==> config.mk <==
export PLATFORM = sky130hd
export DESIGN_NAME = fir_requant_decim
export DESIGN_NICKNAME = d
export VERILOG_FILES = /design/src/rtl/fir_requant_decim.sv
export SDC_FILE = /design/constraint.sdc
export NUM_CORES = 1
export LEC_CHECK = 0
export ABC_AREA = 1
export ABC_CLOCK_PERIOD_IN_PS = 2320
export BUFFER_PORTS_ARGS = -buffer_cell sky130_fd_sc_hd__buf_4
export CORE_MARGIN = 2
export CORE_UTILIZATION = 57
export CTS_BUF_LIST = sky130_fd_sc_hd__clkbuf_16
export DETAILED_ROUTE_END_ITERATION = 8
export PLACE_DENSITY = 0.9
export SLEW_MARGIN = 20
export SYNTH_ARGS = -nofsm -noshare
export SYNTH_HDL_FRONTEND = slang
export SYNTH_SLANG_ARGS = --single-unit
==> constraint.sdc <==
create_clock -name clk -period 2.32 [get_ports clk]
set_input_delay 0.348 -clock clk [delete_from_list [all_inputs] [get_ports clk]]
set_output_delay 0.348 -clock clk [all_outputs]
set_load 0.05 [all_outputs]
==> src/rtl/fir_requant_decim.sv <==
`default_nettype none
// ============================================================================
//  Module      : fir_requant_decim
//  Description : FIR output stage. Rounds and right-shifts the full-precision
//                sample, saturates it to WIDTH_O bits, keeps every D-th valid
//                sample and buffers kept samples in a small FIFO behind a
//                valid/ready interface.
//  Revision    : 1.0 - initial release
// ============================================================================
module fir_requant_decim #(
  parameter int WIDTH_Y = 20,
  parameter int WIDTH_O = 8,
  parameter int SHIFT   = 8,
  parameter int D       = 2,
  parameter int DEPTH   = 4
) (
  input  logic                      clk,
  input  logic                      rstn,
  input  logic                      clr,
  input  logic                      y_valid,
  input  logic signed [WIDTH_Y-1:0] y,
  output logic signed [WIDTH_O-1:0] m_data,
  output logic                      m_valid,
  input  logic                      m_ready,
  output logic                      overflow,
  output logic [15:0]               sat_count
);

  // Phase counter needs at least one bit even when D == 1.
  localparam int c_pw = (D > 1) ? $clog2(D) : 1;
  localparam int c_aw = $clog2(DEPTH);
  localparam logic [c_pw-1:0] c_plast = c_pw'(D - 1);
  localparam logic signed [WIDTH_Y:0] c_omax = (WIDTH_Y + 1)'((1 << (WIDTH_O - 1)) - 1);
  localparam logic signed [WIDTH_Y:0] c_omin = ~c_omax;

  logic [c_pw-1:0]           r_phase;
  logic                      w_keep;
  logic signed [WIDTH_Y:0]   w_ext;
  logic signed [WIDTH_Y:0]   w_r;
  logic signed [WIDTH_O-1:0] w_q;
  logic                      w_sat;

  logic                      r_stg_valid;
  logic signed [WIDTH_O-1:0] r_stg_data;
  logic                      r_stg_sat;

  logic signed [WIDTH_O-1:0] r_mem [DEPTH];
  logic [c_aw:0]             r_wptr;
  logic [c_aw:0]             r_rptr;
  logic signed [WIDTH_O-1:0] r_hold;
  logic                      r_overflow;
  logic [15:0]               r_sat_count;

  logic                      w_empty;
  logic                      w_full;
  logic                      w_pop;
  logic                      w_push;
  logic                      w_drop;

  assign w_keep = y_valid && (r_phase == '0);

  // Phase advances on every valid input and wraps after D samples.
  always_ff @(posedge clk or negedge rstn) begin
    if (!rstn) begin
      r_phase <= '0;
    end else if (clr) begin
      r_phase <= '0;
    end else if (y_valid) begin
      r_phase <= (r_phase == c_plast) ? '0 : r_phase + c_pw'(1);
    end
  end

  // Sign-extend by one bit so the rounding add cannot wrap.
  assign w_ext = {y[WIDTH_Y-1], y};

  generate
    if (SHIFT > 0) begin : g_round
      localparam logic signed [WIDTH_Y:0] c_half = (WIDTH_Y + 1)'(1) << (SHIFT - 1);
      // Adding half an LSB then flooring rounds ties toward +inf.
      assign w_r = (w_ext + c_half) >>> SHIFT;
    end else begin : g_pass
      assign w_r = w_ext;
    end
  endgenerate

  // Clamp the rounded value to the signed output range and flag clipping.
  always_comb begin
    w_sat = 1'b0;
    w_q   = w_r[WIDTH_O-1:0];
    if (w_r > c_omax) begin
      w_q   = {1'b0, {(WIDTH_O - 1){1'b1}}};
      w_sat = 1'b1;
    end else if (w_r < c_omin) begin
      w_q   = {1'b1, {(WIDTH_O - 1){1'b0}}};
      w_sat = 1'b1;
    end
  end

  // Stage register holds one kept sample for a single cycle.
  always_ff @(posedge clk or negedge rstn) begin
    if (!rstn) begin
      r_stg_valid <= 1'b0;
      r_stg_data  <= '0;
      r_stg_sat   <= 1'b0;
    end else if (clr) begin
      r_stg_valid <= 1'b0;
      r_stg_data  <= '0;
      r_stg_sat   <= 1'b0;
    end else begin
      r_stg_valid <= w_keep;
      if (w_keep) begin
        r_stg_data <= w_q;
        r_stg_sat  <= w_sat;
      end
    end
  end

  assign w_empty = (r_wptr == r_rptr);
  assign w_full  = (r_wptr[c_aw] != r_rptr[c_aw]) &&
                   (r_wptr[c_aw-1:0] == r_rptr[c_aw-1:0]);
  assign w_pop   = !w_empty && m_ready;
  // A pop frees a slot in the same cycle, so a full FIFO still accepts.
  assign w_push  = r_stg_valid && (!w_full || w_pop);
  assign w_drop  = r_stg_valid && w_full && !w_pop;

  // Storage array; contents are only observed while non-empty, so no reset.
  always_ff @(posedge clk) begin
    if (w_push) begin
      r_mem[r_wptr[c_aw-1:0]] <= r_stg_data;
    end
  end

  // Pointers, last-popped value, sticky overflow and saturation counter.
  always_ff @(posedge clk or negedge rstn) begin
    if (!rstn) begin
      r_wptr      <= '0;
      r_rptr      <= '0;
      r_hold      <= '0;
      r_overflow  <= 1'b0;
      r_sat_count <= '0;
    end else if (clr) begin
      r_wptr      <= '0;
      r_rptr      <= '0;
      r_hold      <= '0;
      r_overflow  <= 1'b0;
      r_sat_count <= '0;
    end else begin
      if (w_push) begin
        r_wptr <= r_wptr + (c_aw + 1)'(1);
      end
      if (w_pop) begin
        r_rptr <= r_rptr + (c_aw + 1)'(1);
        r_hold <= r_mem[r_rptr[c_aw-1:0]];
      end
      if (w_drop) begin
        r_overflow <= 1'b1;
      end
      if (r_stg_valid && r_stg_sat && (r_sat_count != 16'hFFFF)) begin
        r_sat_count <= r_sat_count + 16'd1;
      end
    end
  end

  // Show the head while non-empty, otherwise the last value handed out.
  assign m_data    = w_empty ? r_hold : r_mem[r_rptr[c_aw-1:0]];
  assign m_valid   = !w_empty;
  assign overflow  = r_overflow;
  assign sat_count = r_sat_count;

endmodule
`default_nettype wire

==> results of run 1 <==
## worst paths after layout
path | start | to | slack (ns)
min in group clk | clr | r_wptr[1]$_DFFE_PN0P_ | 0.26
min | rstn | sat_count[6]$_DFFE_PN0P_ | -0.007
max reg2reg | sat_count[0]$_DFFE_PN0P_ | sat_count[11]$_DFFE_PN0P_ | 0.43
max in group asynchronous | rstn | r_stg_data[2]$_DFFE_PN0P_ | 1.96
max | r_rptr[1]$_DFFE_PN0P_ | m_data[2] | 0.12
min reg2reg | r_stg_sat$_DFFE_PN0P_ | r_stg_sat$_DFFE_PN0P_ | 0.50
## layer usage
metal / vias to the layer above / track usage, % / part of all wire (%)
met3: 22 / 5.90 / 5.4
li1: 1497 / - / -
met1: 1443 / 29.4 / 43
met4: 0 / 8.23 / 2.0
met5: - / 0 / 0
met2: 122 / 37.2 / 49
## critical path: stages (launching register included)
cell	delay [ns]
dfrtp_1	0.41
buf_4	0.18
inv_1	0.21
o21ai_0	0.15
o22ai_1	0.16
nand2_1	0.11
o21ai_1	0.09
buf_4	0.21
## power breakdown
group / leakage [nW] / total, mW / internal (mW) / switching, mW
clock: 0.145 / 1.35 / 0.829 / 0.526
sequential: 0.878 / 1.47 / 1.43 / 0.0383
combinational: 0.979 / 0.711 / 0.224 / 0.487
## sequential cells by signal, summed over array words and instances, names as in the netlist
register,flops
overflow,1
r_stg_data,8
r_rptr,3
r_phase,1
r_stg_sat,1
r_stg_valid,1
sat_count,16
r_hold,8
r_wptr,3
r_mem,32
## layout make-up
cell class | count | area, um2
Clock inverter | 7 | 70.1
Fill cell | 450 | 1840
Multi-Input combinational cell | 286 | 1480
Clock buffer | 9 | 225
Sequential cell | 74 | 2010
Inverter | 49 | 190
Timing Repair Buffer | 53 | 398
Tap cell | 77 | 96.3
## kinds of logic (layout without fill, tap and decap cells)
| logic type | Yosys count | count (layout) |
|---|---|---|
| AOI/OAI and AO/OA | 74 | 74 |
| xor gates and xnor gates | 12 | 12 |
| buffers and inverters | 57 | 118 |
| DFF | 74 | 74 |
| and+or+nand+nor | 193 | 193 |
| adders and majority gates | 7 | 7 |
## cell usage in the layout, fill, tap and decap left out, types with 3 or more instances in the layout
| cell type | n |
|---|---|
| nand4_1 | 10 |
| nor2_1 | 38 |
| nand2_2 | 5 |
| ha_1 | 7 |
| o22ai_1 | 16 |
| xnor2_1 | 5 |
| o21ai_1 | 9 |
| clkbuf_16 | 9 |
| nor2_2 | 4 |
| nor2_4 | 3 |
| edfxtp_1 | 32 |
| inv_1 | 46 |
| nand3_1 | 14 |
| nand3_2 | 3 |
| o21ai_0 | 30 |
| buf_4 | 53 |
| nand2_1 | 107 |
| dfrtp_1 | 42 |
| a21oi_1 | 12 |
| clkinv_2 | 3 |
| nor3_1 | 6 |
| xor2_1 | 7 |
## what timing repair did
item / in CTS / in global routing
buffers inserted: 0 / 3
gates resized for setup: 0 / 1
endpoints found under the setup margin: 0 / 6
## per-stage QoR
step	power [mW]	hold WS (ns)	instance area (um2)	std cells	utilization [%]
after global placement	2.15	0.355	4150	536	65.8
after global routing	3.67	0.0335	4470	555	70.9
after detailed placement	2.17	0.363	4150	536	65.8
final	3.53	-0.00653	4470	555	70.9
after floorplan	1.96	0.0524	3720	417	-
after CTS	3.53	0.00808	4450	552	70.5
==> metrics.yaml, run 1 <==
status: "complete, but fails checks"
violations: "hold timing"
holdWs_ns: -0.00653
cts_max_path_buffers: 2
via_per_inst: 5.56
worstPathRequired_ns: 1.97
grt_overflow: 0
port_buffers: 43
die_y_um: 84.7
critPathCaptureType: "output port"
synthXorXnorAreaFrac_pct: 2.83
setup_slack_ns: 0.116
drv_slew: 0
dr.pass1.iters: 5
synth_simple_gate_area_share_pct: 23.0
core_area_mm2: 0.00631
drt_iter0_markers: 239
ios: 51
die_width_um: 84.7
grt_pass1_vias: 2890
async_flop_share_pct: 56.8
ys_ff_latch: 74
synthDominantCellAreaShare_pct: 28.3
final_nets: 505
fin_crit_ns: 2.20
powerDensity_mw_per_mm2: 789
synth_top_family_by_area: "simple AND/OR/NAND/NOR gates"
initial_core_util_pct: 58.9
row_count: 29
synth-compound-area-share_pct: 11.7
synth_area_mm2: 0.00372
ys_types: 32
cts_hold_buffers: 0
p_leak_nw: 2.00
syn2layout_area_growth_pct: 20.4
rr_worst_depth: 12
clk_pin_slew_ns: 0.06
pre_cts_slack_ns: 0.422
fin_skew_ns: 0.00559
crit_fanout: 10
wl_per_cell_um: 14.3
grt_max_degree: 43
numCtsBuffers: 9
drive_above_1_share_pct: 19.2
yosysMostFrequentCell: "nand2_1"
synthTopCellsByArea: "dfrtp_1 28%, edfxtp_1 26%, nand2_1 11%"
ys_seq_area_share_pct: 54.1
holdCritPathClass: "primary input to asynchronous set/reset pin"
clock.fmax_mhz: 454
yosysWarnings: 0
antenna_found_initial: 0
grt.total_usage_pct: 22.8
num_vias: 3084
cts_tree: "built"
syn_inst: 417
yosys.area.top_type: "dfrtp_1"
clk_latency_ns: 0.33
critPathArrivalTime_ns: 1.86
synthMuxAreaShare_pct: 0
dieArea_mm2: 0.00718
grt_pass1_wl_um: 13000
setup-violations-final: 0
rsz0062_at_grt: "false"
dp_hpwl_um: 5380
fin_setup_tns_ns: 0
drv_cap: 0
synth_adder_area_share_pct: 2.36
drc: 0
htreeDepth: 3
syn_nets: 449
antenna_left: 0
synth-edff-count: 32
synth_commonest_cells: "107 x nand2_1, 47 x inv_1, 42 x dfrtp_1"
start_kind: "flip-flop"
worstSetupPathType: "flip-flop to output port"
root_buffer: "clkbuf_16"
slew_headroom_pct: 52.4
ys.flop_type: "dfrtp_1"
routed_wl_um: 7920
vdd_drop_max_uv: 789
avgSynthCellArea_um2: 8.91
clkSinkCount: 74
worst_pin_slew_ns: 0.711
diodes: 0
final_hold_viol_count: 6
gp_congestion: 0.855
finalCritPeriodShare_pct: 95.0
No activity file was read; power rests on OpenSTA's default activity.
==> inputs of run 2 (changes only) <==
Settings changed: ABC_AREA 1 to default.
==> metrics.yaml, run 2 <==
cts_tree: "built"
grt_max_degree: 43
root_buffer: "clkbuf_16"
gp_congestion: 0.848
ys_types: 52
row_count: 29
met2_usage_pct: 38.4
ys_ff_latch: 74
synthTopCellsByArea: "dfrtp_1 28%, edfxtp_1 26%, mux4_2 4.9%"
status: "finished, final reports clean"
via_per_inst: 6.04
worstSetupPathType: "flip-flop to output port"
layout.cells.non_filler: 434
syn_inst: 294
fin_skew_ns: 0.00734
synth-edff-count: 32
antenna_found_initial: 0
clk_latency_ns: 0.33
pre_cts_slack_ns: 0.205
clkSinkCount: 74
syn2layout_area_growth_pct: 20.6
die_width_um: 84.5
setup_slack_ns: 0.0293
seqCellArea_mm2: 0.00201
ios: 51
critPathArrivalTime_ns: 1.94
total_power_mw: 3.41
holdCritPathClass: "primary input to asynchronous set/reset pin"
antenna_left: 0
start_kind: "flip-flop"
p_leak_nw: 1.86
avgSynthCellArea_um2: 12.6
grt_pass1_vias: 2571
ys.flop_type: "dfrtp_1"
crit_fanout: 5
initial_core_util_pct: 58.5
async_flop_share_pct: 56.8
synthDominantCellAreaShare_pct: 28.5
drv_slew: 0
grt.total_usage_pct: 22.8
dr.pass1.iters: 6
fin_setup_tns_ns: 0
numCtsBuffers: 9
fin_crit_ns: 2.29
yosysWarnings: 0
drv_cap: 0
worst_pin_slew_ns: 0.548
multi_input_area_mm2: 0.00159
vdd_drop_max_uv: 577
setup-violations-final: 0
worstPathRequired_ns: 1.97
busiest_layer: "met2"
grt_overflow: 0
final_hold_viol_count: 0
grt_pass1_wl_um: 12600
num_vias: 2623
finalCritPeriodShare_pct: 98.7
clk_pin_slew_ns: 0.05
ys_seq_area_share_pct: 54.5
powerDensity_mw_per_mm2: 766
synth_area_mm2: 0.00369
cts_max_path_buffers: 2
dp_hpwl_um: 4960
dp.cells: 408
grt_use_met3_pct: 3.34
final_cell_mix: "48 x buf_4, 40 x dfrtp_1, 35 x nor2_1"
die_y_um: 84.5
critPathCaptureType: "output port"
routed_wl_um: 7740
wl_per_cell_um: 17.8
port_buffers: 43
slew_headroom_pct: 63.5
layout_commonest_cell: "buf_4"
drc: 0
grtUsageMet1_pct: 28.6
cts_hold_buffers: 0
drive_above_1_share_pct: 28.9
placedInstanceArea_mm2: 0.00407
yosys.area.top_type: "dfrtp_1"
design_area_mm2: 0.00445
largest_reg_flops: 32
drt_iter0_markers: 157
core_area_mm2: 0.00631
dieArea_mm2: 0.00714
final_nets: 384
syn_nets: 326
synth_commonest_cells: "42 x dfrtp_1, 35 x nor2_1, 32 x edfxtp_1"
clock.fmax_mhz: 437
fillers: 429
htreeDepth: 3
yosysMostFrequentCell: "dfrtp_1"
diodes: 0
## run 2: layout make-up
cell class                      count  area share [%]
Sequential cell                    74            45.2
Multi-Input combinational cell    200            35.7
Timing Repair Buffer               57            10.4
Clock buffer                        9            5.06
Tap cell                           77            2.16
Inverter                           10           0.843
Clock inverter                      7           0.618
## run 2: routing by layer
| metal | part of all wire [%] | up-vias |
|---|---|---|
| met5 | 0 | - |
| met4 | 2.8 | 0 |
| met2 | 52 | 88 |
| met1 | 41 | 1298 |
| met3 | 4.4 | 24 |
| li1 | - | 1213 |
## run 2: logic make-up (layout without fill, tap and decap cells)
family | Yosys count | count (layout) | synth area share (%)
flops | 74 | 74 | 54.5
compound gates | 39 | 39 | 8.81
xor+xnor | 28 | 28 | 7.25
simple gates | 105 | 107 | 14.9
mux | 19 | 19 | 8.95
buf+inv | 22 | 83 | 3.25
fa+ha+maj | 7 | 7 | 2.37
## run 2: worst paths after layout
check / from / end / slack, ns / depth (start not counted)
worst max register to register: r_wptr[2]$_DFFE_PN0P_ / r_rptr[2]$_DFFE_PN0P_ / 0.23 / 7
worst min register to register: overflow$_DFFE_PN0P_ / overflow$_DFFE_PN0P_ / 0.51 / 2
min in group clk: y_valid / r_phase$_DFFE_PN0P_ / 0.28 / 3
worst min-delay path: rstn / sat_count[14]$_DFFE_PN0P_ / 0.007 / 1
worst max-delay path: r_wptr[2]$_DFFE_PN0P_ / m_data[3] / 0.03 / 4
max in group asynchronous: rstn / r_rptr[1]$_DFFE_PN0P_ / 1.91 / 1
## run 2: power breakdown
part	leakage [nW]	switching [mW]	internal, mW
clock network	0.147	0.477	0.697
logic	0.843	0.435	0.319
registers	0.867	0.0479	1.43
total	1.86	0.960	2.45
## run 2: critical path, stage by stage, from the launching register on
cell	delay, ns
dfrtp_1	0.40
xnor2_2	0.25
or3b_4	0.48
mux2_4	0.32
buf_6	0.15
## run 2: through the flow
stage	hold slack, ns	util, %
after floorplan	0.0524	-
after global placement	0.361	64.5
after detailed placement	0.375	64.5
after CTS	0.0255	69.4
after global routing	0.0556	70.6
final	0.00667	70.6
## run 2: what timing repair did
item                                    in CTS  in global routing
setup buffers                                4                  4
pin swaps                                    2                  4
gates cloned                                 2                  0
resized for setup                            3                 10
endpoints found under the setup margin       8                  8
==> inputs of run 3 (changes only) <==
Settings changed: BUFFER_PORTS_ARGS -buffer_cell sky130_fd_sc_hd__buf_4 to default, CORE_UTILIZATION 57 to 50, DONT_BUFFER_PORTS from default to 1, PLACE_DENSITY 0.9 to 0.76.
==> metrics.yaml, run 3 (synthesis gave the netlist of run 2 again) <==
holdWs_ns: 0.0827
initial_core_util_pct: 51.2
fin_crit_ns: 2.29
cts_tree: "built"
crit_end: "m_data[2]"
wl_met2_um: 3510
crit_slowest_cell: "dfrtp_2"
grt_pass1_wl_um: 11600
design_area_mm2: 0.00427
r2r_slack_ns: 0.46
cts_max_path_buffers: 2
holdCritPathClass: "primary input to flip-flop"
total_power_mw: 3.31
wl_per_cell_um: 16.2
dp_hpwl_um: 4750
dp.cells: 404
routed_wl_um: 6940
clkSinkCount: 74
slowest_delay_ns: 0.45
wl_met1_um: 3060
grt_pass1_vias: 2327
powerDensity_mw_per_mm2: 775
top_layer: "met4"
dr.pass1.iters: 4
via_per_inst: 5.52
p_int_mw: 2.40
r2r-end: "r_rptr[0]$_DFFE_PN0P_"
clock.fmax_mhz: 437
critPathArrivalTime_ns: 1.94
fin_setup_tns_ns: 0
slew_headroom_pct: 66.9
wl_met3_um: 284
htreeDepth: 3
status: "finished, final reports clean"
grt_max_degree: 43
setup_slack_ns: 0.0313
core_area_mm2: 0.00721
crit_start: "r_rptr[1]$_DFFE_PN0P_"
critPathCaptureType: "output port"
final_hold_viol_count: 0
combinationalPowerShare_pct: 19.2
path_cells: "xor2_4 > or3b_4 > buf_6 > mux2_4"
largest_reg_flops: 32
switching_share_pct: 27.6
fin_skew_ns: 0.00661
numCtsBuffers: 9
ios: 51
row_count: 31
drv_slew: 0
worstPathRequired_ns: 1.97
clock_power_share_pct: 36.1
antenna_left: 0
worst_pin_slew_ns: 0.495
clk_pin_slew_ns: 0.06
drive_above_1_share_pct: 23.7
final_nets: 356
drv_cap: 0
port_buffers: 0
utilization_pct: 59.2
gp_congestion: 0.886
worstSetupPathType: "flip-flop to output port"
die_y_um: 89.9
p_sw_uw: 915
grt_overflow: 0
placedInstanceArea_mm2: 0.00391
crit_fanout: 5
drt_iter0_markers: 103
power.share.sequential_pct: 44.7
start_kind: "flip-flop"
num_vias: 2364
root_buffer: "clkbuf_16"
layout.cells.non_filler: 428
rr_worst_depth: 7
timing.rr.start: "r_rptr[1]$_DFFE_PN0P_"
diodes: 0
vdd_drop_max_uv: 418
grt.total_usage_pct: 18.1
drc: 0
final_cell_mix: "39 x dfrtp_1, 35 x nor2_1, 32 x edfxtp_1"
die_width_um: 89.9
layout_commonest_cell: "dfrtp_1"
syn2layout_area_growth_pct: 15.7
dieArea_mm2: 0.00809
p_leak_nw: 1.70
setup-violations-final: 0
pre_cts_slack_ns: 0.305
finalCritPeriodShare_pct: 98.6
antenna_found_initial: 0
clk_latency_ns: 0.32
## run 3: cell count changes in the layout (fill, tap and decap cells not counted), sizes merged
cell	change
or3b	-1
dlygate4sd3	+1
clkinvlp	+1
buf	-28
clkinv	+4
inv	-5
## run 3: worst max-delay path, delay by kind of cell (launching register included)
| family | cells | cell delay (ns) |
|---|---|---|
| muxes | 1 | 0.38 |
| xor gates and xnor gates | 1 | 0.21 |
| buffers and inverters | 1 | 0.15 |
| and+or+nand+nor | 1 | 0.42 |
| DFF | 1 | 0.45 |
## run 3: timing repair
item	CTS	global route
hold buffers	2	0
buffers inserted	1	4
gates resized for setup	0	9
pin swaps	2	2
cloned	1	0
endpoints found under the hold margin	42	0
setup endpoints to repair	8	8
## run 3: area by class of cell
| class | count | area (um2) |
|---|---|---|
| clock inverters | 7 | 37.5 |
| flip-flops and latches | 74 | 2020 |
| well taps | 99 | 124 |
| repair buffers | 30 | 251 |
| multi-input cells | 199 | 1580 |
| fillers | 601 | 2940 |
| inverters | 10 | 37.5 |
| clock buffers | 9 | 225 |
## run 3: worst min path at each step
stage | depth (start not counted) | startpoint | end | slack, ns
final | 1 | clr | sat_count[1]$_DFFE_PN0P_ | 0.08
after global placement | 0 | rstn | r_hold[2]$_DFFE_PN0P_ | 0.05
after detailed placement | 0 | rstn | r_hold[2]$_DFFE_PN0P_ | 0.05
after floorplan | 0 | rstn | overflow$_DFFE_PN0P_ | 0.05
after global routing | 1 | clr | sat_count[15]$_DFFE_PN0P_ | 0.07
after CTS | 1 | clr | sat_count[4]$_DFFE_PN0P_ | 0.08
## run 3: power by group through the flow
stage | registers, mW | clock network, mW | logic [mW]
6_report | 1.48 | 1.19 | 0.635
5_1_grt | 1.49 | 1.27 | 0.680
4_1_cts | 1.48 | 1.21 | 0.599
3_5_place_dp | 1.50 | 0 | 0.568
3_3_place_gp | 1.50 | 0 | 0.558
2_1_floorplan | 1.49 | 0 | 0.538
## run 3: metal layers
metal | global-route usage [%] | up-vias
li1 | - | 1146
met1 | 23.4 | 1164
met2 | 29.5 | 47
met3 | 4.44 | 7
met4 | 7.18 | 0
met5 | 0 | -
